File: src/rtl/line_buffer_arbiter.sv
// Ping-pong scanline scheduler between the PPU pixel producer and VGA scan-out.
// Two line banks live in an external simple dual-port RAM; the PPU fills one
// while the VGA side re-reads the other REPEAT times (vertical line doubling).
module line_buffer_arbiter #(
    parameter int         LINE_PIXELS = 256,
    parameter int         REPEAT      = 2,
    parameter logic [5:0] BLACK_IDX   = 6'h0F,
    localparam int        CW          = $clog2(LINE_PIXELS)
) (
    input  logic        clk,
    input  logic        reset,
    input  logic        ppu_pix_valid,
    input  logic [5:0]  ppu_pix_idx,
    output logic        ppu_pix_ready,
    input  logic        vga_frame_start,
    input  logic        vga_line_start,
    input  logic        vga_re,
    output logic [5:0]  vga_pix_idx,
    output logic        buf_we,
    output logic [CW:0] buf_waddr,
    output logic [5:0]  buf_wdata,
    output logic [CW:0] buf_raddr,
    input  logic [5:0]  buf_rdata,
    output logic        underrun
);

    localparam logic [CW-1:0] PIX_LAST = CW'(LINE_PIXELS - 1);
    localparam logic [1:0]    REP_LAST = 2'(REPEAT - 1);

    typedef enum logic [1:0] {EMPTY, FILLING, FULL, DRAINING} bank_state_t;

    bank_state_t   bank_reg [2];
    bank_state_t   bank_next [2];
    logic          wb_reg, wb_next;
    logic          rb_reg, rb_next;
    logic [CW-1:0] wcnt_reg, wcnt_next;
    logic [CW-1:0] rcnt_reg, rcnt_next;
    logic [1:0]    rep_cnt_reg, rep_cnt_next;
    logic          rd_active_reg, rd_active_next;
    logic          rd_blank_reg, rd_blank_next;
    logic          underrun_reg, underrun_next;
    logic          show_reg, show_next;
    logic          wr_fire;
    logic          rd_fire;

    // Write side is purely a function of the current bank state.
    assign ppu_pix_ready = (bank_reg[wb_reg] == EMPTY) || (bank_reg[wb_reg] == FILLING);
    assign wr_fire       = ppu_pix_valid && ppu_pix_ready;
    assign buf_we        = wr_fire;
    assign buf_waddr     = {wb_reg, wcnt_reg};
    assign buf_wdata     = ppu_pix_idx;
    assign buf_raddr     = {rb_reg, rcnt_reg};

    // A line start or frame start takes priority over a pixel read in the same cycle.
    assign rd_fire = vga_re && rd_active_reg && !vga_line_start && !vga_frame_start;

    // The RAM output register holds the pixel; only the pixel/black selection is
    // registered here so the total read latency stays at one cycle.
    assign vga_pix_idx = show_reg ? buf_rdata : BLACK_IDX;
    assign underrun    = underrun_reg;

    // Next-state logic: write side, then frame start, then line start / pixel read.
    always_comb begin
        bank_next[0]   = bank_reg[0];
        bank_next[1]   = bank_reg[1];
        wb_next        = wb_reg;
        rb_next        = rb_reg;
        wcnt_next      = wcnt_reg;
        rcnt_next      = rcnt_reg;
        rep_cnt_next   = rep_cnt_reg;
        rd_active_next = rd_active_reg;
        rd_blank_next  = rd_blank_reg;
        underrun_next  = underrun_reg;
        show_next      = 1'b0;

        // Writes only touch an EMPTY/FILLING bank, reads only a FULL/DRAINING one,
        // so both sides can update bank_next in the same cycle without conflict.
        if (wr_fire) begin
            if (wcnt_reg == PIX_LAST) begin
                bank_next[wb_reg] = FULL;
                wb_next           = ~wb_reg;
                wcnt_next         = '0;
            end else begin
                bank_next[wb_reg] = FILLING;
                wcnt_next         = wcnt_reg + CW'(1);
            end
        end

        if (vga_frame_start) begin
            if (rep_cnt_reg != '0 || bank_reg[rb_reg] == DRAINING) begin
                bank_next[rb_reg] = EMPTY;
                rb_next           = ~rb_reg;
                rep_cnt_next      = '0;
            end
            rd_active_next = 1'b0;
        end

        if (vga_line_start) begin
            rd_active_next = 1'b1;
            rcnt_next      = '0;
            rd_blank_next  = 1'b0;
            // Evaluated against the post-frame-start read pointer.
            if (rep_cnt_next == '0) begin
                if (bank_reg[rb_next] == FULL) begin
                    bank_next[rb_next] = DRAINING;
                end else begin
                    underrun_next = 1'b1;
                    rd_blank_next = 1'b1;
                end
            end
        end else if (rd_fire) begin
            show_next = !rd_blank_reg;
            rcnt_next = rcnt_reg + CW'(1);
            if (rcnt_reg == PIX_LAST) begin
                rd_active_next = 1'b0;
                if (!rd_blank_reg) begin
                    if (rep_cnt_reg == REP_LAST) begin
                        bank_next[rb_reg] = EMPTY;
                        rb_next           = ~rb_reg;
                        rep_cnt_next      = '0;
                    end else begin
                        rep_cnt_next = rep_cnt_reg + 2'd1;
                    end
                end
            end
        end
    end

    // State registers with synchronous reset; partial lines are simply dropped.
    always_ff @(posedge clk) begin
        if (reset) begin
            bank_reg[0]   <= EMPTY;
            bank_reg[1]   <= EMPTY;
            wb_reg        <= 1'b0;
            rb_reg        <= 1'b0;
            wcnt_reg      <= '0;
            rcnt_reg      <= '0;
            rep_cnt_reg   <= '0;
            rd_active_reg <= 1'b0;
            rd_blank_reg  <= 1'b0;
            underrun_reg  <= 1'b0;
            show_reg      <= 1'b0;
        end else begin
            bank_reg[0]   <= bank_next[0];
            bank_reg[1]   <= bank_next[1];
            wb_reg        <= wb_next;
            rb_reg        <= rb_next;
            wcnt_reg      <= wcnt_next;
            rcnt_reg      <= rcnt_next;
            rep_cnt_reg   <= rep_cnt_next;
            rd_active_reg <= rd_active_next;
            rd_blank_reg  <= rd_blank_next;
            underrun_reg  <= underrun_next;
            show_reg      <= show_next;
        end
    end

endmodule
File: config.mk
export PLATFORM = sky130hd
export DESIGN_NAME = line_buffer_arbiter
export DESIGN_NICKNAME = d
export VERILOG_FILES = /design/src/rtl/line_buffer_arbiter.sv
export SDC_FILE = /design/constraint.sdc
export NUM_CORES = 1
export LEC_CHECK = 0
export BUFFER_PORTS_ARGS = -buffer_cell sky130_fd_sc_hd__buf_2
export CAP_MARGIN = 5
export CORE_MARGIN = 8
export CORE_UTILIZATION = 30
export DETAILED_ROUTE_END_ITERATION = 16
export GPL_TIMING_DRIVEN = 0
export SETUP_SLACK_MARGIN = 0.15
export SLEW_MARGIN = 10
export SYNTH_ARGS = -nofsm -noshare
export SYNTH_HDL_FRONTEND = slang
export SYNTH_SLANG_ARGS = --single-unit
File: constraint.sdc
create_clock -name clk -period 3.7 [get_ports clk]
set_clock_uncertainty 0.1 [all_clocks]
set_input_delay 0.185 -clock clk [delete_from_list [all_inputs] [get_ports clk]]
set_output_delay 0.185 -clock clk [all_outputs]
set_load 0.01 [all_outputs]
# Yosys cells after proc, flatten, opt, wreduce, memory -nomap -nowiden
# Memories as Yosys holds them, arrays and structs flattened. A register that Yosys moved wholly into a read port is not among the register bits.
# Index checks and enable logic that the tools add are counted.
[classes]
addsub = 3
multipliers = 0
n_div = 0
magnitude_cmp = 6
n_eq_ne = 6
n_shift = 0
muxes = 47
bitwise_logic = 19
reduce_logical = 19
[op_table]
columns = ["operator", "count"]
rows = [
  ["2-to-1 mux 4 bit", 11],
  ["2-to-1 mux 2 bit", 12],
  ["2-to-1 mux 1 bit", 19],
  ["adder 8 x 1 -> 8 bit, second input constant", 2],
  ["== test 8 bit, second input constant", 2],
  ["AND 4 bit", 2],
  ["2-to-1 mux 8 bit", 1],
  ["logical AND 1 bit", 7],
  ["demux 2 bit (select 1 bit)", 3],
  ["greater-or-equal comparator 2 bit, second input constant", 3],
  ["less-than comparator 2 x 1 -> 1 bit, second input constant", 3],
  ["2-to-1 mux 6 bit", 1],
  ["NOT 1 -> 2 bit", 3],
  ["AND 2 bit", 2],
  ["== test 2 x 1 -> 1 bit, second input constant", 2],
  ["== test 2 bit, second input constant", 2],
  ["zero test 2 bit", 2],
  ["NOT 1 bit", 4],
  ["NOT 2 bit", 2],
  ["NOT 4 bit", 1],
  ["OR 2 bit", 2],
  ["OR 4 bit", 1],
  ["zero test 1 bit", 3],
  ["AND reduction 3 bit", 1],
  ["other kinds (7)", 9],
]
[word_totals]
ff_bits = 24
latch_bits = 0
mem_bits_rw = 4
mem_bits_ro = 0
out_inout_bits = 33
word_cells = 110
n_memories = 1
[mem_list]
columns = ["name", "depth", "word_bits", "rd", "rd_ports_with_merged_regs", "write_ports", "line_no", "text"]
rows = [
  ["bank_reg", 2, 2, 5, 2, 2, "32", "bank_state_t bank_reg [2];"],
]

# Logic depth before layout (Yosys ltp)
[depth]
ltp_word = 19
ltp_mapped = 5
ltp_nobuf = 5

# Worst setup path before layout
# OpenSTA, ideal clock, no wires.
[synth_timing]
kind = "register -> register"
start = "register rcnt_reg[0]"
end = "register rb_reg"
arrival_time_ns = 1.415
required_ns = 3.479
path_slack_ns = 2.063
stages_incl_launch_ff = 6
period_less_slack_ns = 1.637
path_cell_list = "dfxtp_1 > ha_1 > and3_2 > and4_4 > a21oi_2 > mux2_4"
[synth_via]
elab_chain_cells = 4
[synth_rtl]
columns = ["element", "line_no", "text"]
rows = [
  ["start: declaration", "37", "logic [CW-1:0] rcnt_reg, rcnt_next;"],
  ["start signal: assignment", "149", "rcnt_reg <= rcnt_next;"],
  ["== test 8 bit", "114", "if (rcnt_reg == PIX_LAST) begin"],
  ["2-to-1 mux 1 bit", "114", ""],
  ["2-to-1 mux 1 bit", "111", "end else if (rd_fire) begin"],
  ["2-to-1 mux 1 bit", "98", "if (vga_line_start) begin"],
  ["end signal: assignment", "147", "rb_reg <= rb_next;"],
  ["end: declaration", "35", "logic rb_reg, rb_next;"],
]
# Every way passes these cells.
# A chain may end at the register's enable or synchronous reset.

==> flow_metrics.env <==
export IMPL_post_cts_buffers=0
export IMPL_vias_per_cell=4.830
export IMPL_synth_warnings=0
export IMPL_row_count=26
export IMPL_grt_pass1_wl_mm=5.927
export IMPL_synthCells=180
export IMPL_synth_area_top_cells="dfxtp_1 (38%), xor2_1 (7.4%), nor2_1 (4.9%)"
export IMPL_endpoint_kind="primary output"
export IMPL_initial_core_util=0.3057
export IMPL_drive_gt1_frac=0.3043
export IMPL_ys_flop_type="dfxtp_1"
export IMPL_gr_total_overflow=0
export IMPL_antenna_found_initial=0
export IMPL_grt_pass1_vias=1309
export IMPL_drt_iter0_drc=75
export IMPL_post_drt_wl_per_cell_um=12.06
export IMPL_grt_setup_unrepaired="no"
export IMPL_leakagePower_nw=0.8661
export IMPL_synth_top_area_frac=0.3766
export IMPL_synth_seq_area_share=0.3766
export IMPL_ys_seq_elements=29
export IMPL_cts_buffers=5
export IMPL_synthTopCellsByCount="dfxtp_1 (29), nor2_1 (20), xor2_1 (13)"
export IMPL_core_area_mm2=0.005042
export IMPL_dieArea_mm2=0.007688
export IMPL_vias=1449
export IMPL_status="finished, final reports clean"
export IMPL_clock_sinks=29
export IMPL_cts_repair_resized=0
export IMPL_wl_mm=3.618
export IMPL_ir_worst_vdd_uv=188.1
export IMPL_syn_to_final_growth_pct=25.24
export IMPL_route_detailed_drc=0
export IMPL_netlist_area_mm2=0.001541
export IMPL_hold_viol=0
export IMPL_powerDensity_mw_per_mm2=327.9
export IMPL_yosys_area_top_type="dfxtp_1"
export IMPL_timing_fmax_mhz=574.0
export IMPL_timing_rr_start="rcnt_reg[0]$_SDFFE_PP0P_"
export IMPL_hpwl_mm=2.807
export IMPL_p_total_uw=633.1
export IMPL_setup_slack_ns=1.958
export IMPL_io_pins=51
export IMPL_dp_cells=293
export IMPL_grt_usage=0.09679
export IMPL_ctsHoldBuffers=0
export IMPL_cts_max_level=2
export IMPL_fin_cells=300
export IMPL_place_gp_congestion=0.8050
export IMPL_fin_crit_ns=1.742
export IMPL_antenna_cells=0
export IMPL_hold_path_class="in2reg"
export IMPL_cp_required_ns=3.41
export IMPL_maxCapViolations=0
export IMPL_cts_tree="built"
export IMPL_synth_edff_count=0
export IMPL_first_pass_iters=4
export IMPL_nFillCells=528
export IMPL_worstPathArrival_ns=1.46
export IMPL_synth_cell_types=43
export IMPL_slew_limit_headroom=0.6835
export IMPL_fin_nets=250
export IMPL_clk_pin_slew_ns=0.06
export IMPL_synth_avg_cell_area_um2=8.564
export IMPL_portBuffers=43
export IMPL_worst_slew_pin_slew_ns=0.4747
export IMPL_die_h_um=87.68
export IMPL_synthArstFlopShare=0
export IMPL_post_place_ws_ns=2.015
export IMPL_timing_final_setup_violations=0
export IMPL_ant_nets=0
export IMPL_setup_tns_final_ns=0
export IMPL_crit_path_max_fanout=10
export IMPL_slew_viol_final=0
export IMPL_die_x_um=87.68
export IMPL_cts_root_buf="clkbuf_8"
export IMPL_cp_start_kind="flop"
export IMPL_path_class="reg2out"
export IMPL_yosysMostFrequentCell="dfxtp_1"
export IMPL_grt_max_degree=11
export IMPL_hold_start="vga_line_start"
export IMPL_insertion_delay_ns=0.28
export IMPL_period_share=0.4709
export IMPL_synth_fp_nets=200
export IMPL_hold_slack_ns=0.1152
export IMPL_clockBufferDepth=2
-- layer usage --
metal  routed length [um]  share of wire  global-route usage
met1                 1585           0.44              0.1118
met2                 1787           0.49              0.1584
met3                  173          0.048             0.02439
met4                   72          0.020             0.05625
met5                    0              0                   0
-- per-stage QoR --
stage	util	cell area, um^2
after floorplan	-	1541
after global placement	0.3658	1844
after detailed placement	0.3658	1844
after CTS	0.3829	1931
after global routing	0.3829	1931
final	0.3829	1931
-- worst paths after layout --
| kind | to | slack, ns | cells after the start |
|---|---|---|---|
| setup / recovery | buf_we | 1.96 | 5 |
| hold / removal | rd_active_reg$_SDFF_PP0_ | 0.12 | 3 |
| setup reg to reg | rb_reg$_SDFF_PP0_ | 2.00 | 5 |
| hold reg to reg | show_reg$_SDFF_PP0_ | 0.34 | 1 |
-- power by group --
group	switching (mW)	leakage (nW)	internal (mW)	total, mW
sequential	0.00465	0.235	0.318	0.323
clock	0.113	0.0443	0.147	0.260
combinational	0.0273	0.587	0.0231	0.0503
total	0.145	0.866	0.489	0.633
-- area by class of cell --
class	instances	area (um^2)	share of cell area
sequential	29	580.6	0.3007
clock buffer	7	86.33	0.04472
timing repair buffer	43	215.2	0.1115
inverter	5	18.77	0.009721
multi-input combinational	130	839.6	0.4349
tap	70	87.58	0.04537
buffer	16	102.6	0.05314
-- logic make-up (layout without fill, tap and decap cells) --
family / count (synthesis) / count (layout) / synth area share
DFF: 29 / 29 / 0.3766
adders and majority gates: 2 / 2 / 0.01623
AOI/OAI and AO/OA: 32 / 32 / 0.1339
xor gates and xnor gates: 14 / 14 / 0.07955
and+or+nand+nor: 75 / 75 / 0.2654
muxes: 7 / 7 / 0.04951
buffers and inverters: 21 / 71 / 0.07874
-- cells in the final DEF (no fill, tap or decap), types with 3 or more instances in the layout --
cell,synthesis,routed
buf_2,4,47
dfxtp_1,29,29
nor2_1,20,20
xor2_1,13,13
nand3_1,10,10
nand2_1,9,9
nand4_1,8,8
buf_4,8,8
a21oi_1,7,7
o22ai_1,6,6
clkbuf_8,0,6
mux2i_1,5,5
inv_1,5,5
and3_1,5,5
a31oi_1,5,5
clkbuf_1,3,4
and2_1,4,4
nand2b_1,4,4
o21ai_0,4,4
nand3b_1,3,3
-- critical path: stages, from the launching register on --
cell	delay [ns]
dfxtp_1	0.33
mux2i_1	0.21
buf_2	0.24
nand2_1	0.17
inv_1	0.09
buf_2	0.13
(Power assumes the default switching activity.)
